## src/rtl/n_bit_addsub_pipe.sv

```systemverilog
// Pipelined N-bit adder/subtractor with valid/ready handshake and a single-slot accumulator.
// Define ADDER_SAT_EN to saturate s on signed overflow; c_out and ovf always report raw values.
module n_bit_addsub_pipe #(
    parameter int N      = 8,
    parameter int STAGES = 2
) (
    input  logic         clk,
    input  logic         rst,
    input  logic         in_valid,
    output logic         in_ready,
    input  logic [N-1:0] x,
    input  logic [N-1:0] y,
    input  logic         c_in,
    input  logic         sub,
    input  logic         acc_mode,
    input  logic         acc_clr,
    output logic         out_valid,
    input  logic         out_ready,
    output logic [N-1:0] s,
    output logic         c_out,
    output logic         ovf
);
    localparam int W = N / STAGES;
    localparam int L = STAGES - 1;

    logic         advance;
    logic         accept;
    logic         out_xfer;
    logic         last_accm;
    logic [N-1:0] acc_q;
    logic         acc_busy_q;
    logic [N-1:0] y_sel;
    logic [N-1:0] y_eff;
    logic [N-1:0] s_q;
    logic         c_out_q;
    logic         ovf_q;

    // The whole pipeline moves as one unit, so a stalled output freezes every stage.
    assign advance  = !out_valid || out_ready;
    assign in_ready = advance && !acc_busy_q && !rst;
    assign accept   = in_valid && in_ready;
    assign out_xfer = out_valid && out_ready;
    assign y_sel    = acc_mode ? acc_q : y;
    assign y_eff    = sub ? ~y_sel : y_sel;

    genvar gi;
    generate
        for (gi = 0; gi < STAGES; gi++) begin : g_stage
            // Operand remainders shrink by one slice per stage; bit 0 is always this stage's slice.
            localparam int RW = N - gi * W;

            logic                  valid_q;
            logic                  accm_q;
            logic [RW-1:0]         x_rem;
            logic [RW-1:0]         y_rem;
            logic                  cin;
            logic                  vin;
            logic                  am_in;
            logic [W:0]            slice_sum;
            logic [(gi+1)*W-1:0]   psum_d;

            assign slice_sum = {1'b0, x_rem[W-1:0]} + {1'b0, y_rem[W-1:0]} + {{W{1'b0}}, cin};

            if (gi == 0) begin : g_head
                assign x_rem  = x;
                assign y_rem  = y_eff;
                assign cin    = sub | c_in;
                assign vin    = accept;
                assign am_in  = acc_mode;
                assign psum_d = slice_sum[W-1:0];
            end else begin : g_tail
                assign x_rem  = g_stage[gi-1].g_pass.x_q;
                assign y_rem  = g_stage[gi-1].g_pass.y_q;
                assign cin    = g_stage[gi-1].g_pass.carry_q;
                assign vin    = g_stage[gi-1].valid_q;
                assign am_in  = g_stage[gi-1].accm_q;
                assign psum_d = {slice_sum[W-1:0], g_stage[gi-1].g_pass.sum_q};
            end

            always_ff @(posedge clk) begin
                if (rst) begin
                    valid_q <= 1'b0;
                    accm_q  <= 1'b0;
                end else if (advance) begin
                    valid_q <= vin;
                    accm_q  <= am_in;
                end
            end

            if (gi < L) begin : g_pass
                logic [RW-W-1:0]     x_q;
                logic [RW-W-1:0]     y_q;
                logic [(gi+1)*W-1:0] sum_q;
                logic                carry_q;

                always_ff @(posedge clk) begin
                    if (rst) begin
                        x_q     <= '0;
                        y_q     <= '0;
                        sum_q   <= '0;
                        carry_q <= 1'b0;
                    end else if (advance) begin
                        x_q     <= x_rem[RW-1:W];
                        y_q     <= y_rem[RW-1:W];
                        sum_q   <= psum_d;
                        carry_q <= slice_sum[W];
                    end
                end
            end else begin : g_last
                logic [N-1:0] s_d;
                logic         ovf_d;

                always_comb begin
                    ovf_d = (x_rem[W-1] == y_rem[W-1]) && (psum_d[N-1] != x_rem[W-1]);
                    s_d   = psum_d;
`ifdef ADDER_SAT_EN
                    if (ovf_d) begin
                        s_d = x_rem[W-1] ? {1'b1, {(N-1){1'b0}}} : {1'b0, {(N-1){1'b1}}};
                    end
`endif
                end

                always_ff @(posedge clk) begin
                    if (rst) begin
                        s_q     <= '0;
                        c_out_q <= 1'b0;
                        ovf_q   <= 1'b0;
                    end else if (advance) begin
                        s_q     <= s_d;
                        c_out_q <= slice_sum[W];
                        ovf_q   <= ovf_d;
                    end
                end
            end
        end
    endgenerate

    assign out_valid = g_stage[L].valid_q;
    assign last_accm = g_stage[L].accm_q;
    assign s         = s_q;
    assign c_out     = c_out_q;
    assign ovf       = ovf_q;

    // acc_clr is applied last so it wins over a same-cycle result load.
    always_ff @(posedge clk) begin
        if (rst) begin
            acc_q      <= '0;
            acc_busy_q <= 1'b0;
        end else begin
            if (accept && acc_mode) begin
                acc_busy_q <= 1'b1;
            end
            if (out_xfer && last_accm) begin
                acc_busy_q <= 1'b0;
                acc_q      <= s_q;
            end
            if (acc_clr) begin
                acc_q <= '0;
            end
        end
    end
endmodule

```

## config.mk

```make
export PLATFORM = sky130hd
export DESIGN_NAME = n_bit_addsub_pipe
export DESIGN_NICKNAME = d
export VERILOG_FILES = /design/src/rtl/n_bit_addsub_pipe.sv
export SDC_FILE = /design/constraint.sdc
export NUM_CORES = 1
export LEC_CHECK = 0
export ABC_AREA = 0
export CAP_MARGIN = 20
export CORE_MARGIN = 1
export CORE_UTILIZATION = 40
export CTS_CLUSTER_SIZE = 10
export DETAILED_ROUTE_END_ITERATION = 16
export MAX_ROUTING_LAYER = met4
export PLACE_DENSITY = 0.68
export SLEW_MARGIN = 20
export SYNTH_ARGS = -nofsm -noshare
export SYNTH_HDL_FRONTEND = slang
export SYNTH_SLANG_ARGS = --single-unit
```

## constraint.sdc

```tcl
create_clock -name clk -period 6.55 [get_ports clk]
set_input_delay 1.31 -clock clk [delete_from_list [all_inputs] [get_ports clk]]
set_output_delay 1.31 -clock clk [all_outputs]
set_load 0.1 [all_outputs]
```

==> metrics.md <==
| Metric | Value |
|---|---|
| Layout cell share with drive strength beyond 1 | `around 7.3%` |
| Skew final | `approximately 0.0078 ns` |
| Setup ws final | `1.76 ns` |
| Initial core utilization | `a little over two fifths` |
| Post-Syn Area per Cell | `just under 9 sq um` |
| Simple-gate share of the synthesized area | `21.1%` |
| GR Layer Usage met2 | `between 20% and 30%` |
| Status | `finished, final reports clean` |
| Vias | `~1,400` |
| Die height | `69.0 um` |
| Distinct cells, synth | `36` |
| Fin Setup TNS | `0 ns` |
| Worst-margin pin slew | `about 1.0 ns` |
| Commonest non-fill, non-tap cell in the layout | `nand2_1` |
| Final ANT Viol Nets | `0` |
| Initial antenna violation count | `0` |
| Fillers | `just over 400` |
| Clk slew on worst S/H paths | `roughly 0.07 ns` |
| Area occupied by multi-input gates | `between 900 and 1000 sq um` |
| WP data required | `5.24 ns` |
| Mapped Cells | `just over 200` |
| Overall Power | `around 0.59 mW` |
| Largest net degree at the start of global routing | `38` |
| First-pass GRT wire length | `5900 um` |
| Worst Setup End Kind | `primary output` |
| Final Cell Area | `~2200 sq um` |
| Setup crit start kind | `input pin` |
| Multiplexer share of the synthesized area | `under 10%` |
| Lkg Pwr | `approximately 0.85 nW` |
| Min-Delay Path Class | `flop to flop` |
| R2r setup slk | `between 4 and 5 ns` |
| Core ar. | `approximately 4100 sq um` |
| Clk sinks | `36` |
| PwrDens | `about 270 nW/um^2` |
| Post-DP HPWL | `between 2000 and 2500 um` |
| Clock latency on the worst-skew pair | `approximately 0.3 ns` |
| Worst slew margin | `about a third` |
| Largest family of logic cells by synthesized area | `simple AND/OR/NAND/NOR gates` |
| XOR/XNOR share of the synthesized area | `under 10%` |
| Resized cells post-CTS | `0` |
| Seq/Total Area, Yosys | `between 40% and 50%` |
| FMAX | `~210 MHz` |
| Yosys reg bits | `36` |
| H-tree depth | `2` |
| Synth Area in Adders | `about 8.6%` |
| Crit-path max FO | `30` |
| CTS Hold Bufs | `0` |
| Residual DRC | `0` |
| IO Port Bufs | `35` |
| Yosys warnings | `0` |
| Fin util | `53.9%` |
| # Max-Cap Violations | `0` |
| Grt peak-use layer | `met1` |
| WL/cell | `approximately 13 um` |
| Fin nets | `between 200 and 300` |
| Row count | `23` |
| VDD IR max | `approximately 0.21 mV` |
| RSZ-0062 raised after global routing | `false` |
| Clock Path Buffers | `2` |
| Setup WS pre-CTS | `between 1.5 and 2 ns` |
| Dpl cells | `between 200 and 300` |
| Final wirelength | `roughly 3700 um` |
| Setup Fix Bufs, Post-CTS | `0` |
| Synth Net Count | `about 240` |
| Antenna Cells | `0` |
| Width of the die | `around 69 um` |
| Iteration-0 DRC Markers | `75` |
| CTS tree | `yes` |
| Worst hold slack | `roughly 0.45 ns` |
| GRT met3 Usage | `4.44%` |
| Pins over their slew limit | `0` |
| Final std cells w/o fill | `around 280` |
| Routed vias/inst | `4.99` |
| Placer Congestion | `between 0.7 and 0.8` |
| Cell Area, Placed | `about 2100 sq um` |
| Congestion Overflow GR | `0` |
| Most frequent cells in the layout | `nand2_1, dfxtp_1, clkdlybuf4s50_1` |
| Final setup violating endpoints | `0` |
| Hold Vio Cnt, Final | `0` |
| Pre-antenna DRT Iters | `4` |
| Die area | `between 4000 and 5000 sq um` |
| Total track usage | `between 15 and 20%` |
| Root buffer cell | `clkbuf_8` |
| Area of the mapped netlist | `1800 sq um` |
| Met1 usage | `approximately a quarter` |
| Worst Path Arrival | `about 3.5 ns` |
| Cts bufs inserted | `5` |
| Tmin final | `around 4.8 ns` |
| Area growth, synth to finish | `24.4%` |
| Register Area | `between 700 and 800 sq um` |
| CP Class | `input pin to primary output` |
| Io pins | `36` |
| Final Cycle Share | `73.1%` |
| Vias in the first global route | `approximately 1,300` |
| Complex-gate fraction of the synthesized area | `around 15%` |
-- kinds of logic (layout without fill, tap and decap cells) --
group / after synthesis / count (layout)
simple gates: 78 / 78
compound gates: 43 / 43
flops: 36 / 36
fa+ha+maj: 10 / 10
buf+inv: 17 / 47
mux: 8 / 8
xor+xnor: 10 / 10
-- report_power, final --
| group | total [mW] | switching (mW) | internal [mW] |
|---|---|---|---|
| combinational | 0.150 | 0.0955 | 0.0545 |
| clock | 0.197 | 0.0847 | 0.113 |
| sequential | 0.248 | 0.0115 | 0.236 |
| total | 0.595 | 0.192 | 0.403 |
-- synthesized netlist by cell type --
library cell   n  share of area, %
a211oi_2       1              0.70
or4b_4         1              0.77
o211ai_1       2              0.84
mux2i_1        8               4.5
ha_1           6               4.2
nand3b_1       8               3.3
fa_1           4               4.5
nand2_1       46               9.6
buf_6          2               1.3
nor2b_1        1              0.35
nor3_1         3              0.84
or2_4          1              0.49
a2111o_1       3               1.9
or3_1          1              0.35
buf_4          6               2.5
buf_1          1              0.21
or3_2          1              0.42
a21o_1         2              0.84
a211oi_1       3               1.3
dfxtp_1       36                40
nor2b_4        1              0.77
or2_1          1              0.35
o211ai_2       1              0.70
nand3_1        2              0.56
and3_2         1              0.42
clkbuf_1       2              0.42
nor2_1         7               1.5
buf_2          3              0.84
xor2_1         4               2.0
or2_2          1              0.35
a21oi_1       25               7.0
o21ai_0        5               1.4
inv_1          3              0.63
nand2b_1       3               1.0
a31oi_1        1              0.35
xnor2_1        6               2.9
-- metal layers --
layer  part of all wire [%]  wire length, um  vias up
met5                      0                0        -
met4                    2.0               75        0
met3                    3.1              114        8
met2                     42             1550       24
met1                     53             1950      635
li1                       -                -      739
-- state kept, by name, summed over array words and instances (netlist names), 2 cells and up --
signal and count:
acc_q 8, s 8, g_stage.g_pass.sum_q 4, g_stage.g_pass.x_q 4, g_stage.g_pass.y_q 4, g_stage.accm_q 2
-- worst max-delay path, stage by stage --
cell	delay [ns]
clkdlybuf4s50_1	0.48
nor2b_4	0.58
nor3_1	0.11
clkdlybuf4s50_1	0.99
-- worst paths after layout --
check | start | end | cells after the start
min | g_stage[0].accm_q | g_stage[0].accm_q | 2
max | out_ready | in_ready | 4
min reg2reg | g_stage[0].accm_q | g_stage[0].accm_q | 2
max reg2reg | acc_q[0] | g_stage[0].g_pass.carry_q | 7
-- area by class of cell --
class / count / share of cell area, %
multi-input combinational: 149 / 43.4
inverter: 3 / 0.504
clock buffer: 5 / 3.08
sequential: 36 / 32.3
tap: 50 / 2.80
timing repair buffer: 36 / 16.0
clock inverter: 3 / 1.90
(Power assumes the default switching activity.)
